--- src/rtl/alu_pipe_pkg.sv ---
// Shared types for the two-stage pipelined ALU: opcode encoding and the
// packed flag bundle carried alongside each result.
package alu_pipe_pkg;

    typedef enum logic [2:0] {
        OP_ADD = 3'b000,
        OP_SUB = 3'b001,
        OP_AND = 3'b010,
        OP_OR  = 3'b011,
        OP_XOR = 3'b100,
        OP_NOT = 3'b101,
        OP_SHL = 3'b110,
        OP_SHR = 3'b111
    } alu_op_e;

    typedef struct packed {
        logic c;
        logic v;
        logic n;
        logic z;
    } alu_flags_t;

endpackage

--- src/rtl/alu_addsub.sv ---
// Nibble-wise carry-select adder/subtractor. Subtraction is A + ~B + 1, so the
// raw carry-out is returned and the caller turns it into a borrow.
module alu_addsub #(
    parameter int WIDTH = 16
) (
    input  logic [WIDTH-1:0] a,
    input  logic [WIDTH-1:0] b,
    input  logic             sub,
    output logic [WIDTH-1:0] sum,
    output logic             carry,
    output logic             overflow
);

    localparam int NIB = WIDTH / 4;

    logic [WIDTH-1:0] b_eff;
    logic [NIB:0]     c_chain;
    logic [3:0]       msb_in0;
    logic [3:0]       msb_in1;
    logic             c_into_msb;

    assign b_eff      = sub ? ~b : b;
    assign c_chain[0] = sub;

    // Each nibble precomputes both carry-in cases; the ripple only drives muxes.
    for (genvar i = 0; i < NIB; i++) begin : g_nib
        logic [3:0] a_n;
        logic [3:0] b_n;
        logic [4:0] r0;
        logic [4:0] r1;

        assign a_n = a[4*i +: 4];
        assign b_n = b_eff[4*i +: 4];
        assign r0  = {1'b0, a_n} + {1'b0, b_n};
        assign r1  = {1'b0, a_n} + {1'b0, b_n} + 5'd1;

        assign sum[4*i +: 4] = c_chain[i] ? r1[3:0] : r0[3:0];
        assign c_chain[i+1]  = c_chain[i] ? r1[4]   : r0[4];
    end

    // Overflow needs the carry into the MSB, taken from the top nibble's low 3 bits.
    assign msb_in0    = {1'b0, a[WIDTH-2 -: 3]} + {1'b0, b_eff[WIDTH-2 -: 3]};
    assign msb_in1    = {1'b0, a[WIDTH-2 -: 3]} + {1'b0, b_eff[WIDTH-2 -: 3]} + 4'd1;
    assign c_into_msb = c_chain[NIB-1] ? msb_in1[3] : msb_in0[3];

    assign carry    = c_chain[NIB];
    assign overflow = c_into_msb ^ c_chain[NIB];

endmodule

--- src/rtl/alu_pipe.sv ---
// Two-stage pipelined ALU with valid/ready on both sides: stage 1 holds the
// operands, stage 2 holds the result and flags, plus a sticky overflow bit.
module alu_pipe
    import alu_pipe_pkg::*;
#(
    parameter int WIDTH = 16,
    parameter int SHW   = $clog2(WIDTH)
) (
    input  logic             clk,
    input  logic             rst,
    input  logic             in_valid,
    output logic             in_ready,
    input  logic [WIDTH-1:0] in_a,
    input  logic [WIDTH-1:0] in_b,
    input  logic [2:0]       in_op,
    output logic             out_valid,
    input  logic             out_ready,
    output logic [WIDTH-1:0] out_result,
    output logic             out_c,
    output logic             out_v,
    output logic             out_n,
    output logic             out_z,
    output logic             ovf_sticky,
    input  logic             clr_sticky
);

    logic             s1_valid;
    logic [WIDTH-1:0] s1_a;
    logic [WIDTH-1:0] s1_b;
    alu_op_e          s1_op;

    logic             s1_load;
    logic             s2_load;

    logic [WIDTH-1:0] as_sum;
    logic             as_carry;
    logic             as_ovf;
    logic [WIDTH:0]   shl_ext;
    logic [WIDTH:0]   shr_ext;

    logic [WIDTH-1:0] nxt_result;
    alu_flags_t       nxt_flags;
    alu_flags_t       out_flags;

    // Stall path is combinational from out_ready so a full pipe can still take
    // a new op in the same cycle the consumer drains the output.
    assign s2_load  = !out_valid || out_ready;
    assign s1_load  = !s1_valid || s2_load;
    assign in_ready = s1_load;

    always_ff @(posedge clk or posedge rst) begin
        if (rst) begin
            s1_valid <= 1'b0;
            s1_a     <= '0;
            s1_b     <= '0;
            s1_op    <= OP_ADD;
        end else if (s1_load) begin
            s1_valid <= in_valid;
            if (in_valid) begin
                s1_a  <= in_a;
                s1_b  <= in_b;
                s1_op <= alu_op_e'(in_op);
            end
        end
    end

    alu_addsub #(.WIDTH(WIDTH)) u_addsub (
        .a        (s1_a),
        .b        (s1_b),
        .sub      (s1_op == OP_SUB),
        .sum      (as_sum),
        .carry    (as_carry),
        .overflow (as_ovf)
    );

    // One extra bit on each side catches the last bit shifted out; with a zero
    // amount that bit stays 0.
    assign shl_ext = {1'b0, s1_a} << s1_b[SHW-1:0];
    assign shr_ext = {s1_a, 1'b0} >> s1_b[SHW-1:0];

    always_comb begin
        nxt_result = '0;
        nxt_flags  = '0;
        case (s1_op)
            OP_ADD: begin
                nxt_result  = as_sum;
                nxt_flags.c = as_carry;
                nxt_flags.v = as_ovf;
                nxt_flags.n = as_sum[WIDTH-1];
            end
            OP_SUB: begin
                nxt_result  = as_sum;
                nxt_flags.c = ~as_carry;
                nxt_flags.v = as_ovf;
                nxt_flags.n = as_sum[WIDTH-1];
            end
            OP_AND: nxt_result = s1_a & s1_b;
            OP_OR:  nxt_result = s1_a | s1_b;
            OP_XOR: nxt_result = s1_a ^ s1_b;
            OP_NOT: nxt_result = ~s1_a;
            OP_SHL: begin
                nxt_result  = shl_ext[WIDTH-1:0];
                nxt_flags.c = shl_ext[WIDTH];
            end
            OP_SHR: begin
                nxt_result  = shr_ext[WIDTH:1];
                nxt_flags.c = shr_ext[0];
            end
            default: nxt_result = '0;
        endcase
        nxt_flags.z = (nxt_result == '0);
    end

    // Result and flags only move when stage 2 advances with a live op, so they
    // hold steady for the whole time out_valid waits on out_ready.
    always_ff @(posedge clk or posedge rst) begin
        if (rst) begin
            out_valid  <= 1'b0;
            out_result <= '0;
            out_flags  <= '0;
        end else if (s2_load) begin
            out_valid <= s1_valid;
            if (s1_valid) begin
                out_result <= nxt_result;
                out_flags  <= nxt_flags;
            end
        end
    end

    // A set from an overflowing output transfer takes priority over a clear.
    always_ff @(posedge clk or posedge rst) begin
        if (rst) begin
            ovf_sticky <= 1'b0;
        end else if (out_valid && out_ready && out_flags.v) begin
            ovf_sticky <= 1'b1;
        end else if (clr_sticky) begin
            ovf_sticky <= 1'b0;
        end
    end

    assign out_c = out_flags.c;
    assign out_v = out_flags.v;
    assign out_n = out_flags.n;
    assign out_z = out_flags.z;

endmodule

--- config.mk ---
export PLATFORM = sky130hd
export DESIGN_NAME = alu_pipe
export DESIGN_NICKNAME = d
export VERILOG_FILES = /design/src/rtl/alu_pipe_pkg.sv /design/src/rtl/alu_addsub.sv /design/src/rtl/alu_pipe.sv
export SDC_FILE = /design/constraint.sdc
export NUM_CORES = 1
export LEC_CHECK = 0
export ABC_AREA = 1
export CAP_MARGIN = 20
export CELL_PAD_IN_SITES_DETAIL_PLACEMENT = 0
export CELL_PAD_IN_SITES_GLOBAL_PLACEMENT = 1
export CORE_UTILIZATION = 44
export CTS_CLUSTER_DIAMETER = 80
export DETAILED_ROUTE_END_ITERATION = 12
export HOLD_SLACK_MARGIN = 0.08
export PLACE_DENSITY = 0.86
export RECOVER_POWER = 50
export SETUP_SLACK_MARGIN = 0.5
export SYNTH_ARGS = -nofsm -noshare
export SYNTH_HDL_FRONTEND = slang
export SYNTH_SLANG_ARGS = --single-unit
--- constraint.sdc ---
create_clock -name clk -period 8.3 [get_ports clk]
set_clock_uncertainty 0.05 [all_clocks]
set_input_delay 1.245 -clock clk [delete_from_list [all_inputs] [get_ports clk]]
set_output_delay 1.245 -clock clk [all_outputs]
set_load 0.02 [all_outputs]
==> reports/metrics.csv <==
metric,value,unit
num_rows,41,
overflow,0,
tightest_slew,3310,ps
worstRegToRegCells,16,
synth_top_area_cell,dfrtp_1,
die_width,117,um
syn-instance-count,883,
synthToLayoutAreaGrowth,17.6,%
cp.arrival,4190,ps
nFillCells,1343,
synth.area.top_cells,"dfrtp_1, nand2_1, ha_1",
critPathMaxStageDelay,2330,ps
cts_resized,0,
final_area,6800,um2
diodes,0,
vdd_drop_max,0.151,mV
final_common_cell,nand2_1,
status,"complete, but fails checks",
firstDrtPassIters,5,
cp_num_buf_inv,3,
grt_first_pass_wirelength,32.3,mm
grt_pass1_vias,5982,
dpl_cell_area,6540,um2
start_util,0.454,
cts_hold_buf,0,
critPathSlowestCell,clkbuf_1,
synth.top_cell.area_share,0.251,
slew_viol_final,131,
critPathLaunchType,input port,
crit_fanout,58,
path_depth,3,
cap_viol_max_count,2,
busiest_layer,met2,
period_share,0.547,
cts_root_buf,clkbuf_16,
setup_viol,0,
yosys_warnings,0,
die_y,117,um
drt_iter0_markers,581,
max_slew_margin,-1.21,
numCtsBuffers,9,
max_freq,220,MHz
drive_gt1_frac,0.0493,
critPathKind,in -> async,
synth_edf_count,0,
port_buffers,62,
synth-seq-cells,58,
hold_violations,0,
power-per-cell-area,282,nW/um2
post_drt_wl_per_cell,18.3,um
die-area,13600,um2
postRouteAntennaNets,0,
yosysSeqAreaShare,0.251,
via_count,6134,
routed_wl,20.3,mm
grt_max_degree,72,
core-area,12700,um2
vias_per_cell,5.55,
critical_path.top_delay_family,buffers and inverters,
remaining_drc_errors,0,
rsz0062_at_grt,false,
cts_setup_buffers,0,
postSynthAreaPerCell,6.55,um2
fin_tns_setup,0,ps
gp_congestion,0.933,
place_hpwl,15.6,mm
critPathCaptureType,async pin,
synth_cell_types,41,
clkLatencyLatePin,350,ps
use_met1,0.437,
cts_tree,built,
layout_common_cells,"nand2_1, nor2_1, nand3_1",
use_met3,0.0592,
async_reset_ff_frac,1.00,
ctsHtreeMaxLevel,3,
whs_path_depth,2,
fin_crit,4540,ps
grt_util_met2,0.509,
cts.path.max_buffers,2,
cts_num_sinks,58,
clk_pin_slew,50,ps
synth.cell_area,5780,um2
hp-class,reg -> reg,
ios,63,
syn-num-nets,981,
antenna_found_initial,0,
track_usage,0.321,
worstPathRequired,7950,ps
cellLeakagePower,3.34,nW
synthFlopType,dfrtp_1,
violations,"capacitance limit, slew limit",
fin_nets,1027,
crit_chain,dlygate4sd3_1 > clkinv_1 > clkbuf_1,
-- per-layer routing --
layer,up-vias,share of wire
met4,0,0.026
met1,2906,0.47
met2,201,0.45
met3,35,0.059
met5,-,0
li1,2992,-
-- through the flow --
step | util | hold slack [ps] | std cells | power (mW) | worst slack (ps)
6_report | 0.534 | 432 | 1106 | 1.92 | 3760
5_1_grt | 0.534 | 455 | 1106 | 2.08 | 3120
4_1_cts | 0.535 | 441 | 1106 | 1.92 | 4400
3_5_place_dp | 0.514 | 427 | 1090 | 1.56 | 4420
3_3_place_gp | 0.514 | 420 | 1090 | 1.54 | 4480
2_1_floorplan | - | 485 | 883 | 1.19 | 4560
-- layout make-up --
type	instances	area, um2	area share
inverter	84	315	0.0464
timing repair buffer	69	666	0.0979
sequential	58	1450	0.213
clock buffer	9	225	0.0331
clock inverter	7	45.0	0.00662
multi-input combinational	707	3880	0.571
tap	172	215	0.0317
-- tightest hold or removal path, cell delays in order (launching register included) --
cell     delay, ps
dfrtp_1        330
nand2_1         50
o21ai_0         60
-- logic make-up after synthesis --
kind of cell / count (synthesis) / share of synthesized area
adder cells (fa/ha/maj): 58 / 0.131
flip-flops: 58 / 0.251
buffers and inverters: 118 / 0.0779
multiplexers: 1 / 0.00173
AO/OA/AOI/OAI: 130 / 0.129
XOR/XNOR: 26 / 0.0394
AND/OR/NAND/NOR: 492 / 0.370
-- Yosys cell counts, types with 5 or more instances --
cell type,count
nor2_1,111
ha_1,54
o21ai_0,30
clkbuf_1,26
nand2_4,6
and2_1,6
nand2_1,231
inv_1,79
buf_2,6
nand4_1,9
dfrtp_1,58
inv_2,5
nand3_2,5
o211ai_1,5
a21oi_1,63
xor2_1,24
nand3_1,110
a31oi_1,8
-- state kept, by name, indices dropped and copies added, names as in the netlist --
register    cells
out_result     16
s1_a           16
s1_b           16
s1_op           3
out_c           1
out_n           1
out_v           1
out_valid       1
out_z           1
ovf_sticky      1
s1_valid        1
-- worst paths after layout --
kind / from / end / slack (ps)
worst max-delay path: rst / s1_a[3]$_DFFE_PP0P_ / 3760
worst min-delay path: out_result[0]$_DFFE_PP0P_ / out_result[0]$_DFFE_PP0P_ / 430
worst max register to register: s1_b[1]$_DFFE_PP0P_ / out_z$_DFFE_PP0P_ / 4290
worst min register to register: out_result[0]$_DFFE_PP0P_ / out_result[0]$_DFFE_PP0P_ / 430
max in group clk: out_ready / s1_b[1]$_DFFE_PP0P_ / 3880
min in group asynchronous: rst / s1_b[12]$_DFFE_PP0P_ / 2560
-- power breakdown --
group,internal (mW),switching [mW],total (mW)
combinational,0.406,0.719,1.12
sequential,0.354,0.0916,0.446
clock,0.201,0.149,0.350
Power figures use the tool's default switching activity.
